## config.mk

```make
export PLATFORM = sky130hd
export DESIGN_NAME = serial_sub_ctrl
export DESIGN_NICKNAME = d
export VERILOG_FILES = /design/src/rtl/serial_sub_ctrl.sv
export SDC_FILE = /design/constraint.sdc
export NUM_CORES = 1
export LEC_CHECK = 0
export BUFFER_PORTS_ARGS = -buffer_cell sky130_fd_sc_hd__buf_2
export CORE_MARGIN = 1.5
export CORE_UTILIZATION = 48
export DETAILED_ROUTE_END_ITERATION = 12
export GPL_ROUTABILITY_DRIVEN = 0
export PLACE_DENSITY = 0.73
export SYNTH_ARGS = -nofsm -noshare
export SYNTH_HDL_FRONTEND = slang
export SYNTH_SLANG_ARGS = --single-unit
```

## constraint.sdc

```tcl
create_clock -name clk_i -period 1.55 [get_ports clk_i]
set_clock_uncertainty 0.2 [all_clocks]
set_input_delay 0.0775 -clock clk_i [delete_from_list [all_inputs] [get_ports clk_i]]
set_output_delay 0.0775 -clock clk_i [all_outputs]
set_load 0.005 [all_outputs]
```

## src/rtl/serial_sub_ctrl.sv

```systemverilog
// serial_sub_ctrl: bit-serial subtraction controller.
// Sequences a single 1-bit subtract cell (two half subtractors plus a borrow OR)
// over a WIDTH-bit operand pair, LSB first, and returns a - b with the final
// borrow after WIDTH RUN cycles. Handshakes: req_valid_i/req_ready_o on the
// request side and res_valid_o/res_ready_i on the result side.
// Optional feature: define ZERO_FLAG_EN to add the registered zero_o flag.
module serial_sub_ctrl #(
    parameter int WIDTH = 8
) (
    input  logic             clk_i,
    input  logic             rst_i,
    input  logic             req_valid_i,
    output logic             req_ready_o,
    input  logic [WIDTH-1:0] a_i,
    input  logic [WIDTH-1:0] b_i,
    output logic             busy_o,
    output logic             res_valid_o,
    input  logic             res_ready_i,
    output logic [WIDTH-1:0] diff_o,
    output logic             borrow_o
`ifdef ZERO_FLAG_EN
    ,
    output logic             zero_o
`endif
);

    localparam int CNT_W = $clog2(WIDTH);

    localparam logic [1:0] S_IDLE = 2'd0;
    localparam logic [1:0] S_RUN  = 2'd1;
    localparam logic [1:0] S_DONE = 2'd2;

    localparam logic [CNT_W-1:0] LAST_BIT = CNT_W'(WIDTH - 1);

    logic [1:0]       state_q, state_d;
    logic [WIDTH-1:0] a_q, a_d;
    logic [WIDTH-1:0] b_q, b_d;
    logic [WIDTH-1:0] res_q, res_d;
    logic [CNT_W-1:0] cnt_q, cnt_d;
    logic             bin_q, bin_d;

    // Presented result lives in its own registers so diff_o/borrow_o stay
    // put while the next operation shifts and clears the working registers.
    logic [WIDTH-1:0] diff_q, diff_d;
    logic             borrow_q, borrow_d;
`ifdef ZERO_FLAG_EN
    logic             zero_q, zero_d;
`endif

    // One-bit subtract cell and the result word as it will look after this bit.
    logic             a0, b0, d1, br1, d_bit, br2, bout;
    logic [WIDTH-1:0] res_shift;

    // Datapath: the shared single-bit subtract cell fed by the operand LSBs.
    always_comb begin
        a0        = a_q[0];
        b0        = b_q[0];
        d1        = a0 ^ b0;
        br1       = ~a0 & b0;
        d_bit     = d1 ^ bin_q;
        br2       = ~d1 & bin_q;
        bout      = br1 | br2;
        res_shift = {d_bit, res_q[WIDTH-1:1]};
    end

    // Next-state logic for the IDLE -> RUN -> DONE sequence.
    always_comb begin
        // NOTE: every signal gets a hold default first so no path leaves it unassigned (no latch).
        state_d  = state_q;
        a_d      = a_q;
        b_d      = b_q;
        res_d    = res_q;
        cnt_d    = cnt_q;
        bin_d    = bin_q;
        diff_d   = diff_q;
        borrow_d = borrow_q;
`ifdef ZERO_FLAG_EN
        zero_d   = zero_q;
`endif

        case (state_q)
            S_IDLE: begin
                if (req_valid_i) begin
                    a_d     = a_i;
                    b_d     = b_i;
                    bin_d   = 1'b0;
                    cnt_d   = '0;
                    state_d = S_RUN;
                end
            end

            S_RUN: begin
                a_d   = a_q >> 1;
                b_d   = b_q >> 1;
                res_d = res_shift;
                bin_d = bout;
                if (cnt_q == LAST_BIT) begin
                    // Last bit: publish the finished word; the counter is left
                    // at WIDTH-1 so it never wraps.
                    diff_d   = res_shift;
                    borrow_d = bout;
`ifdef ZERO_FLAG_EN
                    zero_d   = (res_shift == '0);
`endif
                    state_d  = S_DONE;
                end else begin
                    cnt_d = cnt_q + CNT_W'(1);
                end
            end

            S_DONE: begin
                if (res_ready_i) begin
                    state_d = S_IDLE;
                end
            end

            default: begin
                state_d = S_IDLE;
            end
        endcase
    end

    // State and datapath registers with synchronous reset; reset wins over any handshake.
    always_ff @(posedge clk_i) begin
        if (rst_i) begin
            // NOTE: registered state uses non-blocking assignments so every flop samples pre-edge values.
            state_q  <= S_IDLE;
            a_q      <= '0;
            b_q      <= '0;
            res_q    <= '0;
            cnt_q    <= '0;
            bin_q    <= 1'b0;
            diff_q   <= '0;
            borrow_q <= 1'b0;
`ifdef ZERO_FLAG_EN
            zero_q   <= 1'b1;
`endif
        end else begin
            state_q  <= state_d;
            a_q      <= a_d;
            b_q      <= b_d;
            res_q    <= res_d;
            cnt_q    <= cnt_d;
            bin_q    <= bin_d;
            diff_q   <= diff_d;
            borrow_q <= borrow_d;
`ifdef ZERO_FLAG_EN
            zero_q   <= zero_d;
`endif
        end
    end

    // Outputs decode only registered state; no input reaches an output combinationally.
    assign req_ready_o = (state_q == S_IDLE);
    assign busy_o      = (state_q == S_RUN);
    assign res_valid_o = (state_q == S_DONE);
    assign diff_o      = diff_q;
    assign borrow_o    = borrow_q;
`ifdef ZERO_FLAG_EN
    assign zero_o      = zero_q;
`endif

endmodule

```

After elaboration in Yosys (flattened, before gate mapping)
Index checks and enable logic that the tools add are counted.
- register bits: 39
- latch bits: 0
- memory bits (writable): 0
- memory bits (read-only): 0
- output and inout port bits: 12
- memories: 0
- $add $sub $neg: 1
- $mul: 0
- divide/modulo/power cells: 0
- $lt $le $gt $ge: 0
- equal/unequal tests: 7
- shift operators: 0
- muxes and demuxes: 13
- bitwise logic cells: 7
- reduce and logical (&&, ||, !) cells: 6
- operators by type and width (operator ; number):
    one-hot mux 8 bit (2 select lines) ; 2
    2-to-1 mux 8 bit ; 2
    2-to-1 mux 2 bit ; 3
    2-to-1 mux 3 bit ; 2
    one-hot mux 2 bit (3 select lines) ; 1
    one-hot mux 3 bit (2 select lines) ; 1
    AND reduction 3 bit ; 2
    inequality test 2 x 1 -> 1 bit, second input constant ; 2
    inequality test 2 bit, second input constant ; 2
    AND reduction 2 bit ; 2
    adder 3 x 1 -> 3 bit, second input constant ; 1
    equality test 3 bit, second input constant ; 1
    bitwise AND 1 bit ; 2
    equality test 2 x 1 -> 1 bit, second input constant ; 1
    equality test 2 bit, second input constant ; 1
    zero test 2 bit ; 1
    inverter 1 bit ; 2
    one-hot mux 1 bit (2 select lines) ; 1
    nonzero test 2 bit ; 1
    XOR 1 bit ; 2
    2-to-1 mux 1 bit ; 1
    OR 1 bit ; 1

Longest topological paths before layout
Gate-level depths: netlist of the first run.
- depth after elaboration: 5
- mapped depth: 7
- mapped depth without buffers: 5

Worst setup path after synthesis of the first run
No wires, ideal clock.
- path type: flip-flop to flip-flop
- from: reg cnt_q[0]
- to: reg cnt_q[2]
- data arrival time: 1.282 ns
- data required time: 1.274 ns
- path slack: -0.008 ns
- stages on the path, launching flop included: 7
- buffers on the path: 2
- cell sequence: dfxtp_1 ha_1 ha_1 buf_2 clkbuf_1 nand3_1 a31oi_1
- cells in the longest elaborated chain, start to end: 3
- elaborated cells on any way between the ends: 6
- RTL lines (item ; RTL line ; text):
    start: declaration ; 39 ; logic [CNT_W-1:0] cnt_q, cnt_d;
    start signal: assignment ; 143 ; cnt_q <= cnt_d;
    adder 3 x 1 -> 3 bit or equality test 3 bit (tied branches) ; 107, 97 ;
    2-to-1 mux 3 bit or inequality test 2 bit (tied branches) ; - ;
    one-hot mux 3 bit (2 select lines) or AND reduction 3 bit (tied branches) ; - ;
Several ways; a longest one is shown, not always the timed one. The select of a mux whose other input is x is not followed.
A chain may end at the register's enable or synchronous reset.

Worst setup path after layout of the first run
- from: reg state_q[0]
- to: out res_valid_o
- cells in the longest elaborated chain, start to end: 1
- RTL lines (item ; RTL line ; text):
    start: declaration ; 35 ; logic [1:0] state_q, state_d;
    start signal: assignment ; 139 ; state_q <= state_d;
    equality test 2 bit ; 156 ; assign res_valid_o = (state_q == S_DONE);
    end: declaration ; 17 ; output logic res_valid_o,
No other way between the ends.

==> results.txt, run 1 <==
----------------------------------------------------
[Critical path]
  Cells along the critical path ... buf_4, nor2b_1, buf_2
  Delay of the slowest cell on the worst path ... between 0.3 and 0.4 ns
  Maximum fanout count along the critical path ... 9
  Critical setup path kind ... flip-flop to primary output
  Count of buffering cells on the critical path with inverters included ... 2
  CP endpoint kind ... primary output
  CP arrival ... 1.22 ns
  Worst reg2reg path depth ... 5
  Worst path depth ... 3
  Family of cells with the greatest summed delay on the critical path ... flip-flops
  Req. time, crit path ... 1.27 ns
  Master of the slowest instance on the critical path ... sky130_fd_sc_hd__dfxtp_2
  Element type at the critical path start ... flip-flop

[STA]
  Max-slew violation count ... 0
  Normalized max-slew margin ... 64.5%
  Worst path setup slack after routing ... 0.0491 ns
  Clock period minus final worst setup slack ... 1.50 ns
  Timing-limited maximum frequency ... 666 MHz
  Number of failing setup endpoints in the final timing report ... 0
  Hold Vio Cnt, Final ... 0
  Actual transition at the worst max-transition pin ... between 0.5 and 0.6 ns
  Final critical-path share of the clock period ... 96.8%
  Total negative setup slack ... 0 ns

[Pwr]
  P per Cell Area ... roughly 860 nW/µm²
  Internal Power ... 0.00140 W
  Leakage Power ... 0.886 nW
  PnR Total Power ... approximately 0.0019 W
  Clock share of power ... between 20 and 30%
  Worst supply voltage drop on vdd ... 612 µV
  Gate power share ... 15.8%
  Switching share of power ... 26.8%
  Portion of total power attributed to sequential cells ... 54.9%
  Switching power of the nets ... 0.000513 W

[Drt]
  Antenna violation net count after detailed routing ... 0
  DRC Markers ... 0
  Average detailed-routed wire length per instance ... 13.2 µm
  Total length of routed wires ... around 3700 µm
  Via count ... 1471
  Avg Vias per Cell ... 5.20
  Number of design-rule violations left by the first detailed-router iteration ... 86
  First-pass DRT Iterations ... 4

[Global routing]
  Remaining global-route overflow ... 0
  First-pass GRT wire length ... 6220 µm
  Overall track demand over capacity in global routing ... 20.3%
  Number of antenna violations at the first check in global routing ... 0
  Number of global-route vias before repair ... between 1000 and 1500
  Largest net degree at the start of global routing ... 29

[Layout]
  Final instance count without filler cells ... 283
  Final Instance Area ... 2220 µm²
  Number of diodes ... 0
  Fraction of layout cells with a size suffix above 1 ... 32.1%
  Area growth syn-to-layout ... 32.2%
  Number of nets in the final layout ... 259

[Hold path]
  Type of the most critical hold path ... flip-flop to flip-flop
  Hold Path Cell Cnt ... 2

[Yosys]
  Mapped cell area ... 1680 µm²
  Syn_area_per_cell ... 9.42 µm²
  Total of flip-flops plus latches after synthesis ... 38
  Post-Synthesis Cells ... around 180
  Synth warnings ... 0
  Post-synthesis cell type count ... 30
  Net count after synthesis ... 201
  Sequential share of the synthesized area ... 45.4%

[Floorplan]
  Height of the die ... 62.1 µm
  Number of top-level pins ... 32
  Floorplan Core Area ... 3340 µm²
  Cell Rows ... 21
  Die area ... 3860 µm²
  Effective utilization at floorplan ... between 50% and 60%
  Die Width ... 62.1 µm

[Clocking]
  Root buffer cell ... sky130_fd_sc_hd__clkbuf_4
  Clock tree sinks ... 38
  Clock slew seen by the registers of the worst setup and hold paths ... 0.12 ns
  Total number of H-tree levels ... 2
  Later-pin clock latency in the skew report ... 0.35 ns
  Buffer levels on the longest clock path ... 2
  TritonCTS clock tree ... yes
  Clock buffers created by TritonCTS ... 5

[Place]
  Number of placed instances, taps included ... ~250
  Post-detail-place hpwl ... 2330 µm
  Quantity of I/O buffers inserted on ports ... 31
  Total cell area at the placement stage ... 1870 µm²
  Worst slack at placement ... -0.134 ns

[Outcome]
  Status ... complete, no violations

[Flow run]
  Max-cap violations ... 0

----------------------------------------------------
power groups by stage:
| stage | registers (W) | logic, W | clock network (W) |
|---|---|---|---|
| 3_3_place_gp | 0.00107 | 0.000235 | 0 |
| 6_report | 0.00105 | 0.000303 | 0.000561 |
| 5_1_grt | 0.00106 | 0.000336 | 0.000603 |
| 3_5_place_dp | 0.00107 | 0.000246 | 0 |
| 4_1_cts | 0.00105 | 0.000285 | 0.000559 |
| 2_1_floorplan | 0.00106 | 0.000189 | 0 |
layout by cell type, fill, tap and decap left out, types with 8 or more instances in the layout:
cell type and instances:
sky130_fd_sc_hd__nand3_1 12, sky130_fd_sc_hd__mux2i_1 15, sky130_fd_sc_hd__dfxtp_1 35, sky130_fd_sc_hd__a211oi_1 8, sky130_fd_sc_hd__buf_2 31, sky130_fd_sc_hd__nand2_1 25, sky130_fd_sc_hd__dlygate4sd3_1 19, sky130_fd_sc_hd__a21oi_1 18
sky130_fd_sc_hd__buf_4 11, sky130_fd_sc_hd__nor2_1 12
metrics by stage:
| stage | hold WS [ns] | util [%] |
|---|---|---|
| 6_report | 0.263 | 66.4 |
| 4_1_cts | 0.267 | 64.6 |
| 2_1_floorplan | 0.0433 | - |
| 3_5_place_dp | 0.163 | 56.1 |
| 5_1_grt | 0.294 | 66.4 |
| 3_3_place_gp | 0.139 | 56.1 |
sequential cells by signal, indices dropped and copies added, names as in the netlist:
| signal | count |
|---|---|
| state_q | 2 |
| borrow_o | 1 |
| b_q | 8 |
| bin_q | 1 |
| cnt_q | 3 |
| a_q | 8 |
| diff_o | 8 |
| res_q | 7 |
worst reg2reg max path, cell delays in order (launching register included):
cell and delay, ns:
sky130_fd_sc_hd__dfxtp_1 0.34, sky130_fd_sc_hd__ha_2 0.20, sky130_fd_sc_hd__ha_4 0.19, sky130_fd_sc_hd__nor4b_2 0.26, sky130_fd_sc_hd__a31oi_1 0.07, sky130_fd_sc_hd__a21oi_1 0.15
cell type report:
class / count / area (µm²)
fill: 289 / 1120
multi-input combinational: 121 / 798
sequential: 38 / 767
timing repair buffer: 66 / 510
tap: 46 / 57.6
clock buffer: 6 / 51.3
inverter: 4 / 20.0
clock inverter: 2 / 12.5
worst paths after layout:
path / from / endpoint / slack, ns
max: state_q[0]$_SDFFE_PP0P_ / res_valid_o / 0.05
max reg2reg: cnt_q[0]$_SDFFE_PP0P_ / cnt_q[0]$_SDFFE_PP0P_ / 0.08
min: diff_o[3]$_SDFFE_PP0P_ / diff_o[3]$_SDFFE_PP0P_ / 0.26
min reg2reg: diff_o[3]$_SDFFE_PP0P_ / diff_o[3]$_SDFFE_PP0P_ / 0.26
kinds of logic after synthesis:
family | synth area share, %
DFF | 45.4
muxes | 8.95
AOI/OAI and AO/OA | 17.7
and+or+nand+nor | 16.7
buffers and inverters | 8.58
adders and majority gates | 2.69
layer usage:
layer  vias to the layer above  part of all wire (%)  GRT usage [%]
li1                        733                     -              -
met1                       703                    42           20.6
met2                        28                    53           39.0
met3                         7                   3.0           6.16
met4                         0                   1.9           6.67
met5                         -                     0              0
cells in the mapped netlist:
library cell	number	area [µm²]
sky130_fd_sc_hd__o21ba_1	1	10.0
sky130_fd_sc_hd__a32oi_1	2	17.5
sky130_fd_sc_hd__clkbuf_1	4	15.0
sky130_fd_sc_hd__a21oi_1	18	90.1
sky130_fd_sc_hd__nand2b_1	2	12.5
sky130_fd_sc_hd__nor2_2	6	37.5
sky130_fd_sc_hd__inv_6	1	8.76
sky130_fd_sc_hd__dfxtp_1	38	761
sky130_fd_sc_hd__a211oi_1	8	60.1
sky130_fd_sc_hd__nor4b_1	1	8.76
sky130_fd_sc_hd__nand3b_1	1	7.51
sky130_fd_sc_hd__a211oi_2	6	75.1
sky130_fd_sc_hd__buf_12	1	20.0
sky130_fd_sc_hd__inv_1	3	11.3
sky130_fd_sc_hd__a31oi_1	3	18.8
sky130_fd_sc_hd__nor2b_1	1	6.26
sky130_fd_sc_hd__fa_1	1	20.0
sky130_fd_sc_hd__a2bb2oi_1	1	8.76
sky130_fd_sc_hd__buf_6	6	67.6
sky130_fd_sc_hd__o21bai_1	1	7.51
sky130_fd_sc_hd__nor2_1	13	48.8
sky130_fd_sc_hd__nor3_1	1	5.00
sky130_fd_sc_hd__nand3_1	12	60.1
sky130_fd_sc_hd__clkbuf_4	1	7.51
sky130_fd_sc_hd__a311oi_1	1	8.76
sky130_fd_sc_hd__mux2i_1	15	150
sky130_fd_sc_hd__ha_1	2	25.0
sky130_fd_sc_hd__buf_1	1	3.75
sky130_fd_sc_hd__buf_2	2	10.0
sky130_fd_sc_hd__nand2_1	25	93.8
repair_timing:
action,CTS,global route
setup endpoints to repair,14,5
resized for setup,6,7
pin swaps,2,1
hold endpoints to repair,23,0
setup buffers,1,4
hold buffers,19,0
Note: power is estimated with default switching activity, not from simulation.
==> run 2: changes to the inputs <==
--- a/config.mk
+++ b/config.mk
@@ -8,6 +8,7 @@
 export BUFFER_PORTS_ARGS = -buffer_cell sky130_fd_sc_hd__buf_2
 export CORE_MARGIN = 1.5
 export CORE_UTILIZATION = 48
+export CTS_CLUSTER_DIAMETER = 100
 export DETAILED_ROUTE_END_ITERATION = 12
 export GPL_ROUTABILITY_DRIVEN = 0
 export PLACE_DENSITY = 0.73
==> constraint.sdc (replaced) <==
create_clock -name clk_i -period 1.3 [get_ports clk_i]
set_clock_uncertainty 0.2 [all_clocks]
set_input_delay 0.065 -clock clk_i [delete_from_list [all_inputs] [get_ports clk_i]]
set_output_delay 0.065 -clock clk_i [all_outputs]
set_load 0.005 [all_outputs]
==> run 2 against run 1 <==
Effect of this change: the run now ends with setup timing left; highest routed layer unchanged; global-route usage rose by 5.4 points; largest cell class unchanged; setup slack got worse by 0.21 ns; die area did not move; combinational power rose by 100%.
==> results.txt, run 2 (synthesis gave the netlist of run 1 again) <==
----------------------------------------------------
[STA]
  Final critical-path share of the clock period ... 113%
  Setup repair after global routing missed its margin ... true
  Timing-limited maximum frequency ... 682 MHz
  Clock period minus final worst setup slack ... 1.47 ns
  Worst path setup slack after routing ... -0.166 ns (was 0.0491 ns)
  Actual transition at the worst max-transition pin ... 0.369 ns (was 0.532 ns)
  Max-slew violation count ... 0 (unchanged)
  Hold Worst Slack ... 0.0830 ns (was 0.263 ns)
  Normalized max-slew margin ... 75.4% (was 64.5%)
  Hold Vio Cnt, Final ... 0 (unchanged)
  Number of failing setup endpoints in the final timing report ... 36 (was 0)

[Clocking]
  Clock slew seen by the registers of the worst setup and hold paths ... 0.12 ns (about the same)
  Later-pin clock latency in the skew report ... 0.36 ns (was 0.35 ns)
  Root buffer cell ... sky130_fd_sc_hd__clkbuf_4 (unchanged)
  TritonCTS clock tree ... yes (unchanged)
  Buffer levels on the longest clock path ... 2 (unchanged)
  Total number of H-tree levels ... 2 (unchanged)
  Clock tree sinks ... 38 (unchanged)
  Clock buffers created by TritonCTS ... 5 (unchanged)

[Critical path]
  Delay of the slowest cell on the worst path ... 0.36 ns (was 0.38 ns)
  Critical Path End ... state_q[0]$_SDFFE_PP0P_ (was res_valid_o)
  End of the worst register-to-register path ... state_q[0]$_SDFFE_PP0P_ (was cnt_q[0]$_SDFFE_PP0P_)
  Worst path depth ... 6 (was 3)
  Setup crit start ... cnt_q[1]$_SDFFE_PP0P_ (was state_q[0]$_SDFFE_PP0P_)
  CP arrival ... 1.53 ns (was 1.22 ns)
  CP endpoint kind ... flip-flop (was primary output)
  Cells along the critical path ... ha_4, ha_4, buf_6, inv_4, mux2i_1, nor3_1 (was buf_4, nor2b_1, buf_2)
  Family of cells with the greatest summed delay on the critical path ... flip-flops (unchanged)
  Req. time, crit path ... 1.37 ns (was 1.27 ns)
  Worst reg2reg path depth ... 6 (was 5)
  Master of the slowest instance on the critical path ... sky130_fd_sc_hd__dfxtp_2 (unchanged)
  Worst reg2reg path startpoint ... cnt_q[1]$_SDFFE_PP0P_ (was cnt_q[0]$_SDFFE_PP0P_)
  Reg-to-reg setup timing slack ... -0.17 ns (was 0.08 ns)
  Count of buffering cells on the critical path with inverters included ... 2 (unchanged)
  Library cell appearing most often on the critical path ... sky130_fd_sc_hd__ha_4
  Element type at the critical path start ... flip-flop (unchanged)
  Maximum fanout count along the critical path ... 7 (was 9)
  Critical setup path kind ... flip-flop to flip-flop (was flip-flop to primary output)

[Pwr]
  Portion of total power attributed to sequential cells ... 43.6% (was 54.9%)
  Clock share of power ... 35.3% (was 29.3%)
  Gate power share ... 21.1% (was 15.8%)
  Worst supply voltage drop on vdd ... 978 µV (was 612 µV)
  Switching power of the nets ... 0.000764 W (was 0.000513 W)
  P per Cell Area ... 1010 nW/µm² (was 864 nW/µm²)
  Leakage Power ... 1.13 nW (was 0.886 nW)
  Internal Power ... 0.00217 W (was 0.00140 W)
  PnR Total Power ... 0.00293 W (was 0.00191 W)
  Switching share of power ... 26.1% (was 26.8%)

[Floorplan]
  Floorplan Core Area ... 3340 µm² (unchanged)
  Number of top-level pins ... 32 (unchanged)
  Die Width ... 62.1 µm (unchanged)
  Effective utilization at floorplan ... 50.2% (unchanged)
  Cell Rows ... 21 (unchanged)
  Height of the die ... 62.1 µm (unchanged)
  Die area ... 3860 µm² (unchanged)

[Flow run]
  Max-cap violations ... 0 (unchanged)

[Layout]
  Total of fill cells in the finished design ... 151 (was 289)
  Area of all sequential standard cells ... 773 µm² (was 767 µm²)
  Fraction of layout cells with a size suffix above 1 ... 56.0% (was 32.1%)
  Area occupied by multi-input gates ... 1070 µm² (was 798 µm²)
  Final Instance Area ... 2910 µm² (was 2220 µm²)
  Number of nets in the final layout ... 288 (was 259)
  Commonest non-fill, non-tap cells in the layout ... sky130_fd_sc_hd__dfxtp_1, sky130_fd_sc_hd__buf_2, sky130_fd_sc_hd__nand2_1, sky130_fd_sc_hd__dlygate4sd3_1, sky130_fd_sc_hd__buf_4 (was sky130_fd_sc_hd__dfxtp_1, sky130_fd_sc_hd__buf_2, sky130_fd_sc_hd__nand2_1, sky130_fd_sc_hd__dlygate4sd3_1, sky130_fd_sc_hd__a21oi_1)
  Area growth syn-to-layout ... 73.4% (was 32.2%)
  Post-layout utilization of the core ... 87.1% (was 66.4%)
  Most common cell after layout, fill and taps aside ... sky130_fd_sc_hd__dfxtp_1 (unchanged)
  Number of diodes ... 0 (unchanged)

[Global routing]
  Remaining global-route overflow ... 0 (unchanged)
  Number of global-route vias before repair ... 1693 (was 1486)
  Overall track demand over capacity in global routing ... 25.7% (was 20.3%)
  Number of antenna violations at the first check in global routing ... 0 (unchanged)
  Largest net degree at the start of global routing ... 26 (was 29)
  First-pass GRT wire length ... 7790 µm (was 6220 µm)

[Drt]
  Via count ... 1720 (was 1471)
  Average detailed-routed wire length per instance ... 18.5 µm (was 13.2 µm)
  Number of design-rule violations left by the first detailed-router iteration ... 150 (was 86)
  DRC Markers ... 0 (unchanged)
  Antenna violation net count after detailed routing ... 0 (unchanged)
  Avg Vias per Cell ... 5.51 (was 5.20)
  Total length of routed wires ... 5770 µm (was 3730 µm)
  First-pass DRT Iterations ... 4 (unchanged)

[Place]
  Total cell area at the placement stage ... 2050 µm² (was 1870 µm²)
  Post-detail-place hpwl ... 2390 µm (was 2330 µm)
  Quantity of I/O buffers inserted on ports ... 31 (unchanged)

[Hold path]
  Type of the most critical hold path ... input port to flip-flop (was flip-flop to flip-flop)

[Outcome]
  Violations in the final reports ... setup timing
  Status ... complete, but fails checks (was complete, no violations)

----------------------------------------------------
-- run 2: cell count changes in the layout (fill, tap and decap cells not counted), sizes merged --
cell and delta:
buf +27, bufinv +2, clkinv -1, clkinvlp -1, dlygate4sd3 +1, inv +1
-- run 2: area by class of cell --
type | instances | area share [%]
multi-input cells | 121 | 36.9
clock inverters | 3 | 2.37
clock buffers | 5 | 1.29
inverters | 4 | 0.775
well taps | 46 | 1.98
repair buffers | 95 | 30.1
flip-flops and latches | 38 | 26.6
-- run 2: worst min path at each step --
stage                start                      end  slack (ns)  depth (start not counted)
6_report       req_valid_i      b_q[2]$_SDFFE_PP0P_        0.08                          4
5_1_grt        req_valid_i      b_q[2]$_SDFFE_PP0P_         0.1                          4
4_1_cts        req_valid_i      b_q[0]$_SDFFE_PP0P_        0.07                          4
3_5_place_dp   res_ready_i  state_q[1]$_SDFFE_PP0P_        0.15                          3
3_3_place_gp        b_i[7]      b_q[7]$_SDFFE_PP0P_        0.13                          3
2_1_floorplan  req_valid_i      a_q[7]$_SDFFE_PP0P_        0.03                          2
-- run 2: worst min-delay path, stage by stage --
cell	delay [ns]
sky130_fd_sc_hd__buf_2	0.11
sky130_fd_sc_hd__o21ba_4	0.23
sky130_fd_sc_hd__buf_16	0.15
sky130_fd_sc_hd__a211oi_2	0.06
-- run 2: per-layer routing --
metal	track usage (%)	vias to the layer above	wire (µm)
li1	-	794	-
met1	28.3	840	2310
met2	47.7	64	2960
met3	6.34	22	251
met4	9.17	0	249
met5	0	-	0
-- run 2: power groups by stage --
| stage | registers (W) | clock network (W) | logic [W] |
|---|---|---|---|
| 6_report | 0.00128 | 0.00104 | 0.000619 |
| 5_1_grt | 0.00128 | 0.00109 | 0.000651 |
| 3_5_place_dp | 0.00129 | 0 | 0.000338 |
| 3_3_place_gp | 0.00128 | 0 | 0.000324 |
| 2_1_floorplan | 0.00128 | 0 | 0.000244 |
| 4_1_cts | 0.00126 | 0.00102 | 0.000482 |
-- run 2: timing repair --
| item | 4_1_cts | 5_1_grt |
|---|---|---|
| resized for setup | 39 | 50 |
| hold buffers | 20 | 0 |
| setup endpoints to repair | 40 | 37 |
| pin swaps | 15 | 20 |
| gates cloned | 2 | 1 |
| endpoints found under the hold margin | 21 | 0 |
| setup buffers | 12 | 7 |
-- run 2: metrics by stage --
stage | std cells | setup TNS, ns | setup WS, ns
2_1_floorplan | 178 | -1.64 | -0.104
3_3_place_gp | 263 | -1.10 | -0.0839
3_5_place_dp | 263 | -2.47 | -0.145
4_1_cts | 305 | -1.09 | -0.0939
5_1_grt | 312 | -4.41 | -0.225
6_report | 312 | -2.58 | -0.166
==> run 3: changes to the inputs <==
--- a/config.mk
+++ b/config.mk
@@ -11,7 +11,8 @@
 export CTS_CLUSTER_DIAMETER = 100
 export DETAILED_ROUTE_END_ITERATION = 12
 export GPL_ROUTABILITY_DRIVEN = 0
-export PLACE_DENSITY = 0.73
+export MAX_ROUTING_LAYER = met4
+export PLACE_DENSITY_LB_ADDON = 0.25
 export SYNTH_ARGS = -nofsm -noshare
 export SYNTH_HDL_FRONTEND = slang
 export SYNTH_SLANG_ARGS = --single-unit
==> run 3 against run 2 <==
Effect of this change: non-clock buffer count decreased by 9; combinational power decreased by 17%; critical path type unchanged; the flow still finishes with violations (setup timing); sequential power about the same; clock-buffer cell count unchanged; sequential share of layout area increased by 2.1 points; hold slack improved by 0.0016 ns.
==> results.txt, run 3 (synthesis gave the netlist of run 1 again) <==
----------------------------------------------------
[Outcome]
  Status ... complete, but fails checks (unchanged)
  Violations in the final reports ... setup timing (unchanged)

[Global routing]
  Number of antenna violations at the first check in global routing ... 0 (unchanged)
  First-pass GRT wire length ... 6670 µm (was 7790 µm)
  Remaining global-route overflow ... 0 (unchanged)
  Number of global-route vias before repair ... 1553 (was 1693)
  Largest net degree at the start of global routing ... 29 (was 26)
  Overall track demand over capacity in global routing ... 22.1% (was 25.7%)

[Critical path]
  Worst reg2reg path startpoint ... cnt_q[0]$_SDFFE_PP0P_ (was cnt_q[1]$_SDFFE_PP0P_)
  End of the worst register-to-register path ... cnt_q[1]$_SDFFE_PP0P_ (was state_q[0]$_SDFFE_PP0P_)
  Reg-to-reg setup timing slack ... -0.17 ns (about the same)
  Setup crit start ... cnt_q[0]$_SDFFE_PP0P_ (was cnt_q[1]$_SDFFE_PP0P_)
  Req. time, crit path ... 1.37 ns (about the same)
  Maximum fanout count along the critical path ... 6 (was 7)
  CP endpoint kind ... flip-flop (unchanged)
  Element type at the critical path start ... flip-flop (unchanged)
  Worst reg2reg path depth ... 6 (unchanged)
  Critical setup path kind ... flip-flop to flip-flop (unchanged)
  CP arrival ... 1.54 ns (was 1.53 ns)

[Flow run]
  Max-cap violations ... 0 (unchanged)

[STA]
  Setup repair after global routing missed its margin ... true (unchanged)
  Max-slew violation count ... 0 (unchanged)
  Hold Vio Cnt, Final ... 0 (unchanged)
  Worst path setup slack after routing ... -0.171 ns (was -0.166 ns)
  Timing-limited maximum frequency ... 680 MHz (was 682 MHz)
  Actual transition at the worst max-transition pin ... 0.327 ns (was 0.369 ns)
  Number of failing setup endpoints in the final timing report ... 38 (was 36)
  Final critical-path share of the clock period ... 113% (about the same)
  Clock period minus final worst setup slack ... 1.47 ns (about the same)
  Total negative setup slack ... -2.31 ns (was -2.58 ns)
  Normalized max-slew margin ... 78.2% (was 75.4%)

[Pwr]
  PnR Total Power ... 0.00259 W (was 0.00293 W)
  Switching share of power ... 26.2% (was 26.1%)
  Clock share of power ... 31.2% (was 35.3%)
  Internal Power ... 0.00191 W (was 0.00217 W)
  Gate power share ... 19.9% (was 21.1%)
  Switching power of the nets ... 0.000679 W (was 0.000764 W)
  Worst supply voltage drop on vdd ... 1070 µV (was 978 µV)
  Portion of total power attributed to sequential cells ... 48.9% (was 43.6%)
  Leakage Power ... 1.07 nW (was 1.13 nW)
  P per Cell Area ... 961 nW/µm² (was 1010 nW/µm²)

[Clocking]
  Root buffer cell ... sky130_fd_sc_hd__clkbuf_4 (unchanged)
  Buffer levels on the longest clock path ... 2 (unchanged)
  Clock buffers created by TritonCTS ... 5 (unchanged)
  Clock slew seen by the registers of the worst setup and hold paths ... 0.11 ns (was 0.12 ns)
  Later-pin clock latency in the skew report ... 0.36 ns (about the same)
  Clock tree sinks ... 38 (unchanged)
  Total number of H-tree levels ... 2 (unchanged)
  TritonCTS clock tree ... yes (unchanged)

[Floorplan]
  Cell Rows ... 21 (unchanged)
  Number of top-level pins ... 32 (unchanged)
  Effective utilization at floorplan ... 50.2% (unchanged)
  Height of the die ... 62.1 µm (unchanged)
  Die Width ... 62.1 µm (unchanged)
  Floorplan Core Area ... 3340 µm² (unchanged)
  Die area ... 3860 µm² (unchanged)

[Layout]
  Commonest non-fill, non-tap cells in the layout ... sky130_fd_sc_hd__dfxtp_1, sky130_fd_sc_hd__buf_2, sky130_fd_sc_hd__dlygate4sd3_1, sky130_fd_sc_hd__nand2_1, sky130_fd_sc_hd__buf_4 (was sky130_fd_sc_hd__dfxtp_1, sky130_fd_sc_hd__buf_2, sky130_fd_sc_hd__nand2_1, sky130_fd_sc_hd__dlygate4sd3_1, sky130_fd_sc_hd__buf_4)
  Area occupied by multi-input gates ... 993 µm² (was 1070 µm²)
  Number of diodes ... 0 (unchanged)
  Fraction of layout cells with a size suffix above 1 ... 51.0% (was 56.0%)
  Post-layout utilization of the core ... 80.8% (was 87.1%)
  Final instance count without filler cells ... 303 (was 312)
  Total of fill cells in the finished design ... 204 (was 151)
  Area of all sequential standard cells ... 774 µm² (was 773 µm²)
  Most common cell after layout, fill and taps aside ... sky130_fd_sc_hd__dfxtp_1 (unchanged)
  Number of nets in the final layout ... 279 (was 288)
  Area growth syn-to-layout ... 60.8% (was 73.4%)

[Drt]
  Average detailed-routed wire length per instance ... 14.5 µm (was 18.5 µm)
  Antenna violation net count after detailed routing ... 0 (unchanged)
  Total length of routed wires ... 4400 µm (was 5770 µm)
  DRC Markers ... 0 (unchanged)
  Via count ... 1596 (was 1720)
  Number of design-rule violations left by the first detailed-router iteration ... 91 (was 150)
  Avg Vias per Cell ... 5.27 (was 5.51)
  First-pass DRT Iterations ... 4 (unchanged)

[Place]
  Number of placed instances, taps included ... 258 (was 263)
  Post-detail-place hpwl ... 2360 µm (was 2390 µm)
  Quantity of I/O buffers inserted on ports ... 31 (unchanged)

[Hold path]
  Type of the most critical hold path ... input port to flip-flop (unchanged)
  Hold Startpoint ... req_valid_i (unchanged)
  Hold Path Cell Cnt ... 4 (unchanged)
  Worst hold path endpoint ... b_q[2]$_SDFFE_PP0P_ (unchanged)

----------------------------------------------------
run 3: critical path: stages, from the launching register on:
cell	delay, ns
sky130_fd_sc_hd__dfxtp_2	0.37
sky130_fd_sc_hd__ha_4	0.14
sky130_fd_sc_hd__ha_4	0.17
sky130_fd_sc_hd__buf_6	0.13
sky130_fd_sc_hd__buf_4	0.10
sky130_fd_sc_hd__nand3_1	0.09
sky130_fd_sc_hd__a31oi_1	0.19
run 3: stage by stage:
stage	area, µm²	worst slack, ns	hold slack (ns)
after CTS	2440	-0.112	-0.00695
after global routing	2700	-0.244	0.0695
after global placement	2040	-0.0879	0.124
after floorplan	1770	-0.104	0.0308
final	2700	-0.171	0.0846
after detailed placement	2040	-0.180	0.135
run 3: worst max path at each step:
stage,end,slack (ns),cells after the start
3_3_place_gp,diff_o[5]$_SDFFE_PP0P_,-0.09,5
4_1_cts,busy_o,-0.11,4
3_5_place_dp,diff_o[3]$_SDFFE_PP0P_,-0.18,5
6_report,cnt_q[1]$_SDFFE_PP0P_,-0.17,6
2_1_floorplan,diff_o[7]$_SDFFE_PP0P_,-0.10,6
5_1_grt,cnt_q[1]$_SDFFE_PP0P_,-0.24,6
run 3: timing repair:
item	CTS	global route
resized for setup	18	46
gates cloned	0	1
endpoints found under the hold margin	18	3
buffers inserted	9	7
endpoints found under the setup margin	40	39
pin swaps	11	24
hold buffers	19	1
run 3: area by class of cell:
class                      count  share of cell area (%)
clock inverter                 3                    1.48
clock buffer                   5                    1.39
timing repair buffer          86                    28.7
inverter                       4                   0.742
tap                           46                    2.13
multi-input combinational    121                    36.8
sequential                    38                    28.7
run 3: power by group through the flow:
| stage | combinational (W) | clock [W] | sequential [W] |
|---|---|---|---|
| final | 0.000516 | 0.000809 | 0.00127 |
| after CTS | 0.000425 | 0.000822 | 0.00126 |
| after floorplan | 0.000244 | 0 | 0.00128 |
| after global placement | 0.000326 | 0 | 0.00128 |
| after detailed placement | 0.000341 | 0 | 0.00129 |
| after global routing | 0.000553 | 0.000888 | 0.00128 |
run 3: routing by layer:
metal	vias up	routed length (µm)	track usage, %
met1	764	1790	25.5
met5	-	0	-
li1	778	-	-
met4	0	69	5.83
met2	45	2340	37.9
met3	9	199	6.52
